### src/rtl/addsub_pkg.sv
// addsub_pkg: shared opcode and FSM state definitions for the add/subtract
// operation interface (initiator and responder sides).
package addsub_pkg;

  // Request opcode values carried on req_op
  localparam logic OP_ADD = 1'b1;
  localparam logic OP_SUB = 1'b0;

  // Responder FSM states
  typedef enum logic [1:0] {
    ST_IDLE = 2'd0,
    ST_CALC = 2'd1,
    ST_RESP = 2'd2
  } state_t;

endpackage : addsub_pkg

### src/rtl/addsub_bit_slice.sv
// addsub_bit_slice: combinational 1-bit full adder.
// Ports:
//   i_a, i_b  in   operand bits
//   i_cin     in   carry in
//   o_s       out  sum bit
//   o_cout    out  carry out
module addsub_bit_slice (
  input  logic i_a,
  input  logic i_b,
  input  logic i_cin,
  output logic o_s,
  output logic o_cout
);

  assign o_s    = i_a ^ i_b ^ i_cin;
  assign o_cout = (i_a & i_b) | (i_a & i_cin) | (i_b & i_cin);

endmodule : addsub_bit_slice

### src/rtl/addsub_serial_responder.sv
// addsub_serial_responder: accepts one add/sub request over valid/ready,
// computes the result one bit per clock (LSB first) through a single full-adder
// slice, and returns result + carry/borrow flag over a valid/ready response.
// Ports:
//   clk, rst              clock, synchronous active-high reset
//   req_valid/req_ready   request handshake (ready only in IDLE)
//   req_op                1 = add, 0 = subtract
//   req_a, req_b          operands, WIDTH bits
//   rsp_valid/rsp_ready   response handshake
//   rsp_result            result modulo 2^WIDTH
//   rsp_flag              add: carry out; sub: borrow (a < b unsigned)
module addsub_serial_responder
  import addsub_pkg::*;
#(
  parameter int unsigned WIDTH = 4
) (
  input  logic             clk,
  input  logic             rst,
  input  logic             req_valid,
  output logic             req_ready,
  input  logic             req_op,
  input  logic [WIDTH-1:0] req_a,
  input  logic [WIDTH-1:0] req_b,
  output logic             rsp_valid,
  input  logic             rsp_ready,
  output logic [WIDTH-1:0] rsp_result,
  output logic             rsp_flag
);

  localparam int unsigned CNT_W = $clog2(WIDTH + 1);

  state_t             r_state;
  logic               r_req_ready;
  logic               r_rsp_valid;
  logic [WIDTH-1:0]   r_rsp_result;
  logic               r_rsp_flag;
  logic [WIDTH-1:0]   r_a;
  logic [WIDTH-1:0]   r_b;
  logic               r_op;
  logic               r_carry;
  logic [WIDTH-1:0]   r_res;
  logic [CNT_W-1:0]   r_cnt;

  logic               w_b_eff;
  logic               w_sum;
  logic               w_cout;
  logic [WIDTH-1:0]   w_res_next;

  // Subtract is a + ~b + 1: invert b here, the +1 comes from the carry seed
  assign w_b_eff    = (r_op == OP_ADD) ? r_b[0] : ~r_b[0];
  assign w_res_next = {w_sum, r_res[WIDTH-1:1]};

  addsub_bit_slice u_slice (
    .i_a    (r_a[0]),
    .i_b    (w_b_eff),
    .i_cin  (r_carry),
    .o_s    (w_sum),
    .o_cout (w_cout)
  );

  // FSM, operand shifters, carry and registered outputs
  always_ff @(posedge clk) begin
    if (rst) begin
      r_state      <= ST_IDLE;
      r_req_ready  <= 1'b0;
      r_rsp_valid  <= 1'b0;
      r_rsp_result <= '0;
      r_rsp_flag   <= 1'b0;
      r_a          <= '0;
      r_b          <= '0;
      r_op         <= OP_SUB;
      r_carry      <= 1'b0;
      r_res        <= '0;
      r_cnt        <= '0;
    end else begin
      case (r_state)
        ST_IDLE: begin
          r_req_ready <= 1'b1;
          if (req_valid && r_req_ready) begin
            r_a         <= req_a;
            r_b         <= req_b;
            r_op        <= req_op;
            r_carry     <= ~req_op;
            r_cnt       <= '0;
            r_req_ready <= 1'b0;
            r_state     <= ST_CALC;
          end
        end
        ST_CALC: begin
          r_a     <= r_a >> 1;
          r_b     <= r_b >> 1;
          r_carry <= w_cout;
          r_res   <= w_res_next;
          r_cnt   <= r_cnt + CNT_W'(1);
          // Last bit: publish the completed result in the same edge
          if (r_cnt == CNT_W'(WIDTH - 1)) begin
            r_state      <= ST_RESP;
            r_rsp_valid  <= 1'b1;
            r_rsp_result <= w_res_next;
            r_rsp_flag   <= (r_op == OP_ADD) ? w_cout : ~w_cout;
          end
        end
        ST_RESP: begin
          if (rsp_ready) begin
            r_rsp_valid <= 1'b0;
            r_req_ready <= 1'b1;
            r_state     <= ST_IDLE;
          end
        end
        default: begin
          r_state <= ST_IDLE;
        end
      endcase
    end
  end

  assign req_ready  = r_req_ready;
  assign rsp_valid  = r_rsp_valid;
  assign rsp_result = r_rsp_result;
  assign rsp_flag   = r_rsp_flag;

endmodule : addsub_serial_responder

### config.mk
export PLATFORM = sky130hd
export DESIGN_NAME = addsub_serial_responder
export DESIGN_NICKNAME = d
export VERILOG_FILES = /design/src/rtl/addsub_pkg.sv /design/src/rtl/addsub_bit_slice.sv /design/src/rtl/addsub_serial_responder.sv
export SDC_FILE = /design/constraint.sdc
export NUM_CORES = 1
export LEC_CHECK = 0
export CAP_MARGIN = 25
export CORE_MARGIN = 2
export CORE_UTILIZATION = 40
export DETAILED_ROUTE_END_ITERATION = 12
export PLACE_DENSITY_LB_ADDON = 0.1
export SLEW_MARGIN = 5
export SYNTH_ARGS = -nofsm -noshare
export SYNTH_HDL_FRONTEND = slang
export SYNTH_SLANG_ARGS = --single-unit
### constraint.sdc
create_clock -name clk -period 2.4 [get_ports clk]
set_input_delay 0.36 -clock clk [delete_from_list [all_inputs] [get_ports clk]]
set_output_delay 0.36 -clock clk [all_outputs]
set_load 0.005 [all_outputs]
Word-level counts from Yosys, hierarchy flattened
Cells that the tools add are included.
{"block": "classes", "addsub": 1, "n_eq_ne": 6, "n_mux": 20, "bitwise_logic": 10, "reduce_logical": 11}
{"op": "4-bit case mux with 2 select lines", "count": 2}
{"op": "4-bit two-way mux", "count": 2}
{"op": "2-bit AND reduction", "count": 4}
{"op": "1-bit two-way mux", "count": 7}
{"op": "2-bit two-way mux", "count": 3}
{"op": "2-bit inequality test, second input constant", "count": 3}
{"op": "1-bit case mux with 2 select lines", "count": 3}
{"op": "2-bit case mux with 3 select lines", "count": 1}
{"op": "3-bit case mux with 2 select lines", "count": 1}
{"op": "3-bit AND reduction", "count": 2}
{"op": "2-bit nonzero test", "count": 3}
{"op": "3-bit by 1-bit adder with 3-bit output, second input constant", "count": 1}
{"op": "1-bit AND", "count": 3}
{"op": "3-bit by 2-bit == test with 1-bit output, second input constant", "count": 1}
{"op": "3-bit two-way mux", "count": 1}
{"op": "1-bit NOT", "count": 3}
{"op": "2-bit by 1-bit == test with 1-bit output, second input constant", "count": 1}
{"op": "2-bit == test, second input constant", "count": 1}
{"op": "2-bit logical NOT", "count": 1}
{"op": "1-bit OR", "count": 2}
{"op": "1-bit XOR", "count": 2}
{"op": "1-bit logical AND", "count": 1}
{"block": "word_totals", "regBits": 26, "elab_cells": 59}

Longest topological paths before layout
Gate-level depths: netlist of the first run.
{"block": "depth", "depth_word": 7, "ltp_mapped": 6, "mapped_depth_nobuf": 5}

By module
From an unflattened synthesis of the first run, not the netlist that was laid out.
{"block": "unflattened", "hier_cells": 127, "area_unflattened_um2": 1096.1}
{"module": "addsub_serial_responder", "n_inst": 1, "cells_per_inst": 126, "area_each_um2": 1076.0, "seq_area_each_um2": 500.5}
{"module": "addsub_bit_slice", "n_inst": 1, "cells_per_inst": 1, "area_each_um2": 20.0, "seq_area_each_um2": 0.0}

Worst setup path after synthesis of the first run
OpenSTA, ideal clock, no wires.
{"block": "synth_timing", "kind": "register to register", "start": "register r_op", "end": "register r_carry", "arrival_ps": 1286, "t_required_ps": 2304, "setup_slack_ps": 1018, "path_stages_with_launch": 5, "period_less_slack_ps": 1382, "cell_sequence": "dfxtp_1 xor2_1 fa_1 mux2_4 o41ai_2"}
{"block": "synth_via", "elab_chain_len": 5}
{"element": "start, declared", "line_no": "addsub_serial_responder.sv:39", "source": "logic r_op;"}
{"element": "start signal, assigned", "line_no": "addsub_serial_responder.sv:82", "source": "r_op <= req_op;"}
{"element": "1-bit two-way mux *", "line_no": "addsub_serial_responder.sv:50", "source": "assign w_b_eff = (r_op == OP_ADD) ? r_b[0] : ~r_b[0];"}
{"element": "1-bit AND", "line_no": "addsub_bit_slice.sv:16", "source": "assign o_cout = (i_a & i_b) | (i_a & i_cin) | (i_b & i_cin);"}
{"element": "1-bit OR", "line_no": "addsub_bit_slice.sv:16"}
{"element": "1-bit OR *", "line_no": "addsub_bit_slice.sv:16"}
{"element": "1-bit case mux with 2 select lines *", "line_no": "addsub_serial_responder.sv:76", "source": "case (r_state)"}
{"element": "end signal, assigned", "line_no": "addsub_serial_responder.sv:83", "source": "r_carry <= ~req_op;"}
{"element": "end signal, assigned", "line_no": "addsub_serial_responder.sv:92", "source": "r_carry <= w_cout;"}
{"element": "end, declared", "line_no": "addsub_serial_responder.sv:40", "source": "logic r_carry;"}
Every way passes the cells marked *; elsewhere a longest branch is shown, timed or not.
A chain may end at the register's enable or synchronous reset.

Worst setup path in the final report of the first run
{"block": "layout_timing", "start": "register r_req_ready, in the netlist req_ready", "end": "output req_ready"}
{"element": "start, declared", "line_no": "addsub_serial_responder.sv:33", "source": "logic r_req_ready;"}
{"element": "start signal, assigned", "line_no": "addsub_serial_responder.sv:65", "source": "r_req_ready <= 1'b0;"}
{"element": "start signal, assigned", "line_no": "addsub_serial_responder.sv:78", "source": "r_req_ready <= 1'b1;"}
{"element": "start signal, assigned", "line_no": "addsub_serial_responder.sv:85", "source": "r_req_ready <= 1'b0;"}
{"element": "end, declared", "line_no": "addsub_serial_responder.sv:20", "source": "output logic req_ready,"}
No word-level cell between the ends.

==> flow_summary.toml, run 1 <==
[floorplanning]
core_sq_um = 2690
top_level_ports = 20
floorplan.initialDensity = 0.414
die_width_microns = 56.7
die_height_microns = 56.7
die_area_sq_um = 3220
std_cell_rows = 19

[global_routing]
grt_usage = 0.154
grt_pass1_wl_microns = 3970
grt_start_max_net_pins = 15
antenna_found_initial = 0
gr-total-overflow = 0
grt_pass1_vias = 915

[layout]
drive_above_1_share = 0.0828
num-nets-final = 162
layout-area-overhead-vs-synth_pct = 19.8
final_design_area_excluding_fillers_sq_um = 1330
finalCoreUtilization = 0.496
ant_diodes = 0

[logic_synthesis]
synth_cell_type_count = 33
number_of_flip_flops_and_latches_in_the_synthesized_netlist = 25
number_of_synthesized_flops_with_an_enable_pin = 0
ys_dominant_reg_cell = "sky130_fd_sc_hd__dfxtp_1"
seq_area_frac_synth = 0.450
synth_fp_nets = 144
yosys_warnings = 0
synthArstFlopShare = 0
synth.cell_area_sq_um = 1110
avgSynthCellArea_sq_um = 8.68
syn-instance-count = 128

[sta]
slew_headroom = 0.662
setup_viol = 0
tightest_slew_ps = 506
rsz0062_at_grt = "no"
hold_slack_ps = 464
final_report_hold_violation_count = 0
setup_tns_after_final_layout_ps = 0
fmax_mhz = 609
layout_min_cycle_time_ps = 1640
final.period_utilization = 0.684
finalClockSkew_ps = 4.99
slew_violations = 0

[pwr]
comb_power_share = 0.168
vdd_ir_drop_max_uv = 408
netSwitchingPower_mw = 0.201
leakage_nw = 0.472
netSwitchingFraction = 0.263
cellInternalPower_mw = 0.564
seqPwrFrac = 0.595
clock_power_share = 0.237
total_power_mw = 0.765
power_density_nw_per_um2 = 575

[worst_hold_path]
worst_hold_path.num_cells = 2
worstHoldEndpoint = "r_res[1]"
hp-class = "register to register"
holdCritStartpoint = "r_res[1]"

[cts]
clock_insertion_delay_worst_skew_ps = 310
post_cts_buffers = 0
post_cts_hold_buffer_count = 0
clk_pin_slew_worst_paths_ps = 130
tritoncts_clock_tree = "done"
cts.repair.resized = 0
cts.path.max_buffers = 2
h-tree-depth = 1
cts-buffers-inserted = 3
cts_sink_count = 25
root_buffer = "sky130_fd_sc_hd__clkbuf_4"

[routing]
detail_route.drc_violations = 0
vias_per_cell = 5.16
met2RoutedLength_microns = 955
top_layer = "met4"
avgRoutedWirePerCell_microns = 12.2
sum_of_routed_wire_length_over_all_layers_microns = 2160
detail_route.iter0.violations = 12
routedLengthMet1_microns = 1140
routed_wire_length_on_met3_microns = 54
route.vias.total = 909
final_antenna_net_count = 0
drt_first_pass_iters = 4

[critical_path]
critical_path.reg2reg.endpoint = "r_b[1]"
critical-path-top-delay-family = "buffers and inverters"
worst-path-buf-inv = 1
critical_path_arrival_ps = 1280
worst_r2r_startpoint = "r_state[1]"
reg2reg_slack_ps = 840
critical_path_class = "register to output pin"
worst-r2r-cell-count = 3
slowest_stage = "sky130_fd_sc_hd__clkdlybuf4s50_1"
critical_path.cell_chain = "clkdlybuf4s50_1"
maximum_cell_stage_delay_along_the_critical_path_ps = 540
crit_fanout = 5
critPathLaunchType = "register"
worstPathRequired_ps = 2040
critPathCaptureType = "output pin"

[placed_design]
detailedPlacementHpwl_microns = 1580
globalplace.congestion = 0.744
detailed_place.area_sq_um = 1300
placement.io_buffers = 19

[run_status]
outcome = "finished, final reports clean"

[run]
max-cap-violations = 0
layer usage:
metal | vias up | global-route usage
li1 | 480 | -
met1 | 418 | 0.213
met2 | 9 | 0.239
met3 | 2 | 0.0300
met4 | 0 | 0.0510
met5 | - | 0
logic make-up (layout without fill, tap and decap cells):
kind of cell | Yosys count | after routing | synth area share
adder cells (fa/ha/maj) | 3 | 3 | 0.0405
flip-flops | 25 | 25 | 0.450
AO/OA/AOI/OAI | 40 | 40 | 0.229
multiplexers | 2 | 2 | 0.0225
buffers and inverters | 15 | 32 | 0.0698
AND/OR/NAND/NOR | 41 | 41 | 0.172
XOR/XNOR | 2 | 2 | 0.0158
stage by stage:
stage | setup WS (ps) | std cells
2_1_floorplan | 1020 | 128
3_3_place_gp | 677 | 172
3_5_place_dp | 639 | 172
4_1_cts | 737 | 176
5_1_grt | 651 | 176
6_report | 758 | 176
cells in the final DEF (no fill, tap or decap), drive strengths merged, types with 2 or more instances in the layout:
cell type	Yosys	routed
a311oi	6	6
nor2b	2	2
nand3	3	3
nand2b	2	2
nor2	5	5
o21ai	6	6
nand2	25	25
a21oi	21	21
a211oi	3	3
ha	2	2
clkdlybuf4s50	0	19
dfxtp	25	25
inv	7	7
buf	5	2
clkbuf	3	3
final cells by class:
class                      count  area, sq um
clock buffer                   3         22.5
clock inverter                 1         5.00
fill                         282         1360
inverter                       7         26.3
multi-input combinational     88          533
sequential                    25          500
tap                           31         38.8
timing repair buffer          21          205
sequential cells by signal, indices dropped and copies added (netlist names):
name	flops
r_b	4
rsp_valid	1
req_ready	1
rsp_flag	1
r_a	4
r_cnt	3
rsp_result	4
r_state	2
r_op	1
r_carry	1
r_res	3
worst reg2reg max path, stage by stage (launching register included):
cell and delay (ps):
sky130_fd_sc_hd__dfxtp_1 660, sky130_fd_sc_hd__nand2b_1 440, sky130_fd_sc_hd__nand2_1 100, sky130_fd_sc_hd__a311oi_1 280
power by group through the flow:
stage | combinational, mW | sequential (mW) | clock, mW
finish | 0.129 | 0.455 | 0.181
global route | 0.145 | 0.459 | 0.211
CTS | 0.131 | 0.455 | 0.193
detailed placement | 0.130 | 0.464 | 0
global placement | 0.129 | 0.465 | 0
floorplan | 0.0925 | 0.459 | 0
worst max path at each step:
| stage | slack (ps) | start | cells past startpoint | to |
|---|---|---|---|---|
| after floorplan | 1020 | r_op | 4 | r_carry |
| after global placement | 680 | req_valid | 4 | r_cnt[2] |
| after detailed placement | 640 | req_valid | 4 | r_b[1] |
| after CTS | 740 | req_ready | 1 | req_ready |
| after global routing | 650 | r_state[1] | 3 | r_a[1] |
| final | 760 | req_ready | 1 | req_ready |
cells in the mapped netlist, types with 3 or more instances:
| library cell | instances | share of area |
|---|---|---|
| sky130_fd_sc_hd__a211oi_1 | 3 | 0.020 |
| sky130_fd_sc_hd__a21oi_1 | 20 | 0.090 |
| sky130_fd_sc_hd__a311oi_1 | 6 | 0.047 |
| sky130_fd_sc_hd__clkbuf_1 | 3 | 0.010 |
| sky130_fd_sc_hd__dfxtp_1 | 25 | 0.45 |
| sky130_fd_sc_hd__inv_1 | 6 | 0.020 |
| sky130_fd_sc_hd__nand2_1 | 25 | 0.084 |
| sky130_fd_sc_hd__nand3_1 | 3 | 0.014 |
| sky130_fd_sc_hd__nor2_1 | 5 | 0.017 |
| sky130_fd_sc_hd__o21ai_0 | 5 | 0.023 |
Power figures use the tool's default switching activity.
==> run 2, diff against run 1 <==
clock period = 1.7 ns   (was 2.4 ns; I/O delays follow)
==> flow_summary.toml, run 2 (synthesized netlist as in run 1, its figures left out) <==
[layout]
ant_diodes = 0
n_fill_cell = 286
multi_input_area_sq_um = 533
layout-area-overhead-vs-synth_pct = 22.7
most-common-layout-cells = "sky130_fd_sc_hd__nand2_1 (25), sky130_fd_sc_hd__dfxtp_1 (25), sky130_fd_sc_hd__a21oi_1 (20)"
seq_area_sq_um = 500
finalCoreUtilization = 0.508
drive_above_1_share = 0.107
num-nets-final = 166

[sta]
final_report_hold_violation_count = 0
slew_headroom = 0.631
setup_tns_after_final_layout_ps = 0
finalWorstSetupSlack_ps = 159
layout_min_cycle_time_ps = 1540
rsz0062_at_grt = "no"
setup_viol = 0
fmax_mhz = 649
slew_violations = 0
final.period_utilization = 0.906
finalClockSkew_ps = 6.29
tightest_slew_ps = 551

[critical_path]
critPathCaptureType = "output pin"
critical_path_class = "register to output pin"
crit_fanout = 5
critical-path-top-delay-family = "buffers and inverters"
maximum_cell_stage_delay_along_the_critical_path_ps = 540
critical_path.cell_chain = "clkdlybuf4s50_1"
worst-path-buf-inv = 1
worstSetupStartpoint = "req_ready"
critical_path_arrival_ps = 1290
worstPathRequired_ps = 1440
crit_end = "req_ready"
slowest_stage = "sky130_fd_sc_hd__clkdlybuf4s50_1"
critical_path.reg2reg.endpoint = "r_carry"
reg2reg_slack_ps = 220
worst_r2r_startpoint = "r_op"
cp_num_cells = 1
worst-r2r-cell-count = 4
critPathLaunchType = "register"

[pwr]
power_density_nw_per_um2 = 807
vdd_ir_drop_max_uv = 569
clock_power_share = 0.241
leakage_nw = 0.488
seqPwrFrac = 0.584
total_power_mw = 1.10
netSwitchingFraction = 0.269
netSwitchingPower_mw = 0.296
cellInternalPower_mw = 0.805
comb_power_share = 0.175

[floorplanning]
die_area_sq_um = 3220
top_level_ports = 20
die_width_microns = 56.7
die_height_microns = 56.7
core_sq_um = 2690
floorplan.initialDensity = 0.414
std_cell_rows = 19

[cts]
h-tree-depth = 1
cts_sink_count = 25
cts.path.max_buffers = 2
cts-buffers-inserted = 3
post_cts_hold_buffer_count = 0
tritoncts_clock_tree = "done"
root_buffer = "sky130_fd_sc_hd__clkbuf_4"
clock_insertion_delay_worst_skew_ps = 310
clk_pin_slew_worst_paths_ps = 140
post_cts_buffers = 0
cts.repair.resized = 0

[routing]
detail_route.drc_violations = 0
final_antenna_net_count = 0
route.vias.total = 945
detail_route.iter0.violations = 32
drt_first_pass_iters = 4
sum_of_routed_wire_length_over_all_layers_microns = 2370
avgRoutedWirePerCell_microns = 13.1
vias_per_cell = 5.25

[global_routing]
grt_start_max_net_pins = 16
antenna_found_initial = 0
grt_pass1_vias = 940
gr-total-overflow = 0
grt_usage = 0.166
grt_pass1_wl_microns = 4240

[run]
max-cap-violations = 0

[placed_design]
globalplace.congestion = 0.775
place_ws_ps = 2.82
placement.io_buffers = 19
detailedPlacementHpwl_microns = 1770

[worst_hold_path]
hp-class = "register to register"

[run_status]
outcome = "finished, final reports clean"
-- run 2: cell count changes in the layout (fill, tap and decap cells not counted), sizes merged --
cell	previous run	this run
buf	2	6
clkinv	1	0
clkinvlp	0	1
-- run 2: layout make-up --
type | instances | share of cell area
flip-flops and latches | 25 | 0.367
inverters | 7 | 0.0193
clock inverters | 1 | 0.00550
multi-input cells | 88 | 0.391
repair buffers | 25 | 0.172
clock buffers | 3 | 0.0165
well taps | 31 | 0.0284
-- run 2: per-layer routing --
layer,track usage,part of all wire,vias to the layer above
met5,0,0,-
met3,0.0253,0.030,2
met4,0.0510,0.0072,0
met1,0.230,0.50,442
met2,0.264,0.47,16
li1,-,-,485
-- run 2: power groups by stage --
stage | Sequential [mW] | Clock (mW) | Combinational (mW)
after floorplan | 0.647 | 0 | 0.131
after global placement | 0.656 | 0 | 0.189
after detailed placement | 0.655 | 0 | 0.193
after CTS | 0.643 | 0.281 | 0.195
after global routing | 0.648 | 0.300 | 0.214
final | 0.643 | 0.265 | 0.192
-- run 2: metrics by stage --
stage                     cells  hold slack, ps  instance area, sq um
after CTS                   180             468                  1360
after floorplan             128             327                  1110
after detailed placement    176             449                  1330
after global placement      176             444                  1330
after global routing        180             492                  1360
final                       180             466                  1360
-- run 2: worst min-delay path by stage --
stage | startpoint | to | slack, ps | depth (start not counted)
finish | rsp_result[2] | rsp_result[2] | 470 | 2
global route | rsp_result[1] | rsp_result[1] | 490 | 2
CTS | rsp_result[1] | rsp_result[1] | 470 | 2
detailed placement | rsp_result[1] | rsp_result[1] | 450 | 2
global placement | rsp_result[1] | rsp_result[1] | 440 | 2
floorplan | rst | r_a[0] | 330 | 1
